**config.mk**
```make
export PLATFORM = sky130hd
export DESIGN_NAME = nak_loss_parser_flat
export DESIGN_NICKNAME = d
export VERILOG_FILES = /design/src/rtl/nak_loss_parser_pkg.sv /design/src/rtl/nak_loss_parser_if.sv /design/src/rtl/nak_loss_parser.sv /design/src/flat_wrapper.sv
export SDC_FILE = /design/constraint.sdc
export NUM_CORES = 1
export LEC_CHECK = 0
export ABC_AREA = 1
export CAP_MARGIN = 15
export CORE_MARGIN = 4
export CORE_UTILIZATION = 54
export CTS_CLUSTER_DIAMETER = 80
export DETAILED_ROUTE_END_ITERATION = 10
export GPL_ROUTABILITY_DRIVEN = 1
export PLACE_DENSITY = 0.87
export RECOVER_POWER = 100
export SLEW_MARGIN = 20
export SYNTH_ARGS = -nofsm -noshare
export SYNTH_HDL_FRONTEND = slang
export SYNTH_SLANG_ARGS = --single-unit
export TNS_END_PERCENT = 50
```
**constraint.sdc**
```tcl
create_clock -name core_clk -period 8.6 [get_ports core_clk]
set_input_delay 1.72 -clock core_clk [delete_from_list [all_inputs] [get_ports core_clk]]
set_output_delay 1.72 -clock core_clk [all_outputs]
set_load 0.005 [all_outputs]
```
**src/rtl/nak_loss_parser_pkg.sv**
```systemverilog
// Shared UDT sequence-number definitions for the NAK parser and the loss lists.
package nak_loss_parser_pkg;

  localparam int unsigned SEQ_WIDTH     = 31;
  localparam int unsigned LOSS_FLAG_BIT = 31;
  localparam logic [31:0] SEQ_MASK      = 32'h7FFF_FFFF;
  localparam logic [31:0] DEF_MAX_SPAN  = 32'h0000_4000;

  typedef logic [SEQ_WIDTH-1:0] seq_t;

  typedef enum logic [1:0] {
    StIdle = 2'd0,
    StEnd  = 2'd1,
    StOut  = 2'd2,
    StDrop = 2'd3
  } nak_state_e;

  // Modular distance from start to stop; wrap-around is legal.
  function automatic seq_t seq_span(input seq_t start, input seq_t stop);
    return stop - start;
  endfunction

endpackage

```
**src/rtl/nak_loss_parser_if.sv**
```systemverilog
// NAK word stream plus loss-list insert handshake; master drives words, slave is the parser.
interface nak_loss_parser_if;

  logic [31:0] nak_data_i;
  logic        nak_valid_i;
  logic        nak_last_i;
  logic        nak_ready_o;
  logic [31:0] insert_start_o;
  logic [31:0] insert_end_o;
  logic        insert_valid_o;
  logic        insert_ready_i;
  logic        pkt_done_o;
  logic        err_o;

  modport master (
    output nak_data_i, nak_valid_i, nak_last_i, insert_ready_i,
    input  nak_ready_o, insert_start_o, insert_end_o, insert_valid_o, pkt_done_o, err_o
  );

  modport slave (
    input  nak_data_i, nak_valid_i, nak_last_i, insert_ready_i,
    output nak_ready_o, insert_start_o, insert_end_o, insert_valid_o, pkt_done_o, err_o
  );

endinterface

```
**src/rtl/nak_loss_parser.sv**
```systemverilog
// Decodes UDT NAK loss-info words into (start, end) pairs for the sender loss list.
// Optional NAK_STATS_EN adds saturating pair/error counters on stat_pairs_o/stat_errs_o.
module nak_loss_parser
  import nak_loss_parser_pkg::*;
#(
  parameter logic [31:0] MAX_SPAN = DEF_MAX_SPAN
) (
  input  logic               core_clk,
  input  logic               core_rst_n,
  nak_loss_parser_if.slave   bus,
  output logic [31:0]        stat_pairs_o,
  output logic [15:0]        stat_errs_o
);

  nak_state_e state_q, state_d;
  seq_t       start_q, start_d;
  seq_t       end_q, end_d;
  logic       last_q, last_d;
  logic       ready_q;

  logic accept;
  logic word_flag;
  logic word_last;
  seq_t word_seq;
  logic span_ok;
  logic handshake;
  logic err;
  logic done;

  assign accept    = bus.nak_valid_i && ready_q;
  assign word_flag = bus.nak_data_i[LOSS_FLAG_BIT];
  assign word_last = bus.nak_last_i;
  assign word_seq  = bus.nak_data_i[SEQ_WIDTH-1:0];
  assign span_ok   = ({1'b0, seq_span(start_q, word_seq)} <= MAX_SPAN);
  assign handshake = (state_q == StOut) && bus.insert_ready_i;

  always_comb begin
    state_d = state_q;
    start_d = start_q;
    end_d   = end_q;
    last_d  = last_q;
    err     = 1'b0;
    done    = 1'b0;
    unique case (state_q)
      StIdle: begin
        if (accept) begin
          if (!word_flag) begin
            start_d = word_seq;
            end_d   = word_seq;
            last_d  = word_last;
            state_d = StOut;
          end else if (!word_last) begin
            start_d = word_seq;
            state_d = StEnd;
          end else begin
            // Range opener with nothing after it.
            err  = 1'b1;
            done = 1'b1;
          end
        end
      end
      StEnd: begin
        if (accept) begin
          if (!word_flag && span_ok) begin
            end_d   = word_seq;
            last_d  = word_last;
            state_d = StOut;
          end else begin
            err = 1'b1;
            if (word_last) begin
              done    = 1'b1;
              state_d = StIdle;
            end else begin
              state_d = StDrop;
            end
          end
        end
      end
      StOut: begin
        if (handshake) begin
          done    = last_q;
          state_d = StIdle;
        end
      end
      StDrop: begin
        if (accept && word_last) begin
          done    = 1'b1;
          state_d = StIdle;
        end
      end
      default: state_d = StIdle;
    endcase
  end

  // Ready is registered from the next state so it reads 0 during reset and never
  // depends combinationally on insert_ready_i.
  always_ff @(posedge core_clk or negedge core_rst_n) begin
    if (!core_rst_n) begin
      state_q <= StIdle;
      start_q <= '0;
      end_q   <= '0;
      last_q  <= 1'b0;
      ready_q <= 1'b0;
    end else begin
      state_q <= state_d;
      start_q <= start_d;
      end_q   <= end_d;
      last_q  <= last_d;
      ready_q <= (state_d != StOut);
    end
  end

  assign bus.nak_ready_o    = ready_q;
  assign bus.insert_valid_o = (state_q == StOut);
  assign bus.insert_start_o = {1'b0, start_q};
  assign bus.insert_end_o   = {1'b0, end_q};
  assign bus.pkt_done_o     = done;
  assign bus.err_o          = err;

`ifdef NAK_STATS_EN
  logic [31:0] pairs_q;
  logic [15:0] errs_q;

  always_ff @(posedge core_clk or negedge core_rst_n) begin
    if (!core_rst_n) begin
      pairs_q <= '0;
      errs_q  <= '0;
    end else begin
      if (handshake && (pairs_q != '1)) pairs_q <= pairs_q + 32'd1;
      if (err && (errs_q != '1))        errs_q  <= errs_q + 16'd1;
    end
  end

  assign stat_pairs_o = pairs_q;
  assign stat_errs_o  = errs_q;
`else
  assign stat_pairs_o = '0;
  assign stat_errs_o  = '0;
`endif

endmodule
```
**src/flat_wrapper.sv**
```systemverilog
// flat-port wrapper written by rule: the top's interface ports become plain ports
module nak_loss_parser_flat import nak_loss_parser_pkg::*;
#(
  parameter logic [31:0] MAX_SPAN = DEF_MAX_SPAN
)
  (core_clk, core_rst_n, stat_pairs_o, stat_errs_o, bus_nak_data_i, bus_nak_valid_i, bus_nak_last_i, bus_insert_ready_i, bus_nak_ready_o, bus_insert_start_o, bus_insert_end_o, bus_insert_valid_o, bus_pkt_done_o, bus_err_o);
  nak_loss_parser_if bus_i ();
  input  logic core_clk;
  input  logic core_rst_n;
  output logic [31:0] stat_pairs_o;
  output logic [15:0] stat_errs_o;
  input wire logic [$bits(bus_i.nak_data_i)-1:0] bus_nak_data_i;
  input wire logic [$bits(bus_i.nak_valid_i)-1:0] bus_nak_valid_i;
  input wire logic [$bits(bus_i.nak_last_i)-1:0] bus_nak_last_i;
  input wire logic [$bits(bus_i.insert_ready_i)-1:0] bus_insert_ready_i;
  output wire logic [$bits(bus_i.nak_ready_o)-1:0] bus_nak_ready_o;
  output wire logic [$bits(bus_i.insert_start_o)-1:0] bus_insert_start_o;
  output wire logic [$bits(bus_i.insert_end_o)-1:0] bus_insert_end_o;
  output wire logic [$bits(bus_i.insert_valid_o)-1:0] bus_insert_valid_o;
  output wire logic [$bits(bus_i.pkt_done_o)-1:0] bus_pkt_done_o;
  output wire logic [$bits(bus_i.err_o)-1:0] bus_err_o;
  assign bus_i.nak_data_i = bus_nak_data_i;
  assign bus_i.nak_valid_i = bus_nak_valid_i;
  assign bus_i.nak_last_i = bus_nak_last_i;
  assign bus_i.insert_ready_i = bus_insert_ready_i;
  assign bus_nak_ready_o = bus_i.nak_ready_o;
  assign bus_insert_start_o = bus_i.insert_start_o;
  assign bus_insert_end_o = bus_i.insert_end_o;
  assign bus_insert_valid_o = bus_i.insert_valid_o;
  assign bus_pkt_done_o = bus_i.pkt_done_o;
  assign bus_err_o = bus_i.err_o;
  nak_loss_parser #(.MAX_SPAN(MAX_SPAN)) u_core (.core_clk(core_clk), .core_rst_n(core_rst_n), .bus(bus_i), .stat_pairs_o(stat_pairs_o), .stat_errs_o(stat_errs_o));
endmodule
```
==> reports/qor.yml <==
setup-violations-final: 0
wl_per_cell_um: 12.64
start_util_pct: 55.90
cp-end-kind: "output port"
grt_pass1_wl_um: 24920
wirelength_um: 14870
dr.pass1.iters: 5
finalSetupTns_ps: 0
synth-seq-cells: 66
synth_common_cells: "nand2_1 (327), inv_1 (144), nor2_1 (88), nand3_1 (74), dfrtp_1 (66)"
via_per_inst: 4.931
hold_path_class: "register to register"
violations: "capacitance limit, slew limit"
synth_top_area_cell: "dfrtp_1"
synth.avg_cell_area_um2: 6.221
ant_nets: 0
ys_seq_area_share_pct: 28.36
slew_headroom_pct: -130.8
cts_hold_buf: 0
drv_slew: 129
combPwrFrac_pct: 64.0
layout_min_cycle_time_ps: 6679
ir_drop_v: 0.0001766
cts_sinks: 66
rsz0062_at_grt: "false"
via_count: 5804
worstPathRequired_ps: 6880
die_w_um: 111.8
grt_max_degree: 67
synthTopCellsByArea: "dfrtp_1 (28%), nand2_1 (21%), inv_1 (9.3%)"
cp-start-kind: "primary input"
worstPathArrival_ps: 4960
path_max_fanout: 5
grtUsageTotal_pct: 23.85
yosysMostFrequentCell: "nand2_1"
clk_path_buf_depth: 2
core-area_um2: 10420
worst_pin_slew_ps: 3463
power.density_nw_per_um2: 341.0
port_buffers: 102
ys_async_sr_fraction_pct: 100.0
cts_resized: 0
p_int_mw: 1.241
timing.fmax_mhz: 149.7
p_leak_nw: 4.005
post_cts_buffers: 0
dpl.hpwl_um: 11890
ys.flop_type: "dfrtp_1"
syn_area_um2: 5823
yosysWarnings: 0
nNetsFinal: 1103
synth_top_area_share_pct: 28.36
die_h_um: 111.8
period_share_pct: 77.66
place_congestion: 0.9604
ctsHtreeMaxLevel: 3
grt-ovfl-total: 0
switching_power_mw: 1.128
cts_buffers: 9
tritoncts: "built"
antenna_found_initial: 0
critPathKind: "primary input to output port"
p_total_mw: 2.369
status: "finished with violations"
insertion_delay_ps: 350
p_seq_share_pct: 22.4
ios: 153
drtIter0Drc: 433
cts-root-buf: "clkbuf_8"
synth-edff-count: 0
cap_violations: 2
syn-instance-count: 936
area_delta_synth_final_pct: 19.27
dieArea_um2: 12510
switching_share_pct: 47.63
n_antenna_cell: 0
grt_pass1_vias: 5360
finalHoldViolations: 0
clk_pin_slew_ps: 70
rows: 37
synth_cell_types: 35
drc: 0
drive_above_1_share_pct: 6.436
fin_skew_ps: 12.83
clkPwrFrac_pct: 13.6
## cells in the final DEF, fill, tap and decap left out, drive strengths merged, types with 9 or more instances in the layout
cell           instances
nand3                 79
clkbuf                12
ha                    30
nand4                  9
dlygate4sd3           68
a21oi                 48
conb                  50
nand3b                 9
nand2                344
dfrtp                 66
nor2                  97
clkdlybuf4s50         33
inv                  163
## power by group through the flow
stage | Sequential [mW] | Combinational (mW) | Clock, mW
final | 0.529 | 1.52 | 0.322
after global routing | 0.553 | 1.72 | 0.343
after CTS | 0.538 | 1.57 | 0.326
after detailed placement | 0.541 | 1.56 | 0
after global placement | 0.537 | 1.54 | 0
after floorplan | 0.549 | 1.01 | 0
## critical path: stages
cell	delay, ps
dlygate4sd3_1	580
ha_1	380
nand2_1	100
nor2_1	180
nand2_1	100
nand3_1	160
nand2_1	90
nand2_1	160
nand2_1	90
nand3b_1	90
nand2_1	70
inv_1	80
nand4_1	70
nor2_1	280
nand2_4	90
nand3_1	70
nand3_1	60
dlygate4sd3_1	570
## metal layers
metal / up-vias / part of all wire, % / GRT usage (%)
met5: - / 0 / 0
met4: 0 / 2.1 / 7.137
met3: 29 / 7.2 / 5.326
met2: 199 / 43 / 36.21
met1: 2610 / 47 / 33.98
li1: 2966 / - / -
## final cells by class
type	count	area [um2]
Sequential cell	66	1652
Tap cell	136	170.2
Fill cell	968	3471
Multi-Input combinational cell	690	3234
Timing Repair Buffer	105	1031
Clock inverter	6	115.1
Clock buffer	10	127.6
Inverter	164	615.6
## state kept, by name (all words and copies together) (netlist names)
register	flops
u_core.bus.nak_ready_o	1
u_core.end_q	31
u_core.last_q	1
u_core.start_q	31
u_core.state_q	2
## through the flow
| stage | instance area (um2) | hold WS [ps] | utilization [%] | std cells | worst slack, ps |
|---|---|---|---|---|---|
| CTS | 6982 | 477.0 | 67.03 | 1177 | 2279 |
| global route | 6945 | 499.6 | 66.68 | 1177 | 1664 |
| global placement | 6739 | 453.4 | 64.70 | 1161 | 2272 |
| finish | 6945 | 467.8 | 66.68 | 1177 | 1921 |
| floorplan | 6007 | 443.0 | - | 985 | 3498 |
| detailed placement | 6739 | 457.6 | 64.70 | 1161 | 2292 |
## kinds of logic (layout without fill, tap and decap cells)
family                     after synthesis  in the layout  share of synthesized area (%)
AOI/OAI and AO/OA                       58             58                          5.351
other                                    1             50                        0.06440
buffers and inverters                  229            285                          18.76
muxes                                    1              1                         0.1934
xor gates and xnor gates                 2              2                         0.3009
adders and majority gates               30             30                          6.446
and+or+nand+nor                        549            549                          40.52
DFF                                     66             66                          28.36
## worst paths after layout
path | slack, ps | cells after the start | end | start
min | 470 | 2 | u_core.end_q[18]$_DFFE_PN0P_ | u_core.end_q[18]$_DFFE_PN0P_
max reg2reg | 3700 | 19 | u_core.end_q[7]$_DFFE_PN0P_ | u_core.start_q[5]$_DFFE_PN0P_
min in group asynchronous | 2640 | 2 | u_core.start_q[2]$_DFFE_PN0P_ | core_rst_n
min reg2reg | 470 | 2 | u_core.end_q[18]$_DFFE_PN0P_ | u_core.end_q[18]$_DFFE_PN0P_
max | 1920 | 18 | bus_pkt_done_o | bus_nak_data_i[5]
max in group asynchronous | 4010 | 2 | u_core.start_q[18]$_DFFE_PN0P_ | core_rst_n
No activity file was read; power rests on OpenSTA's default activity.
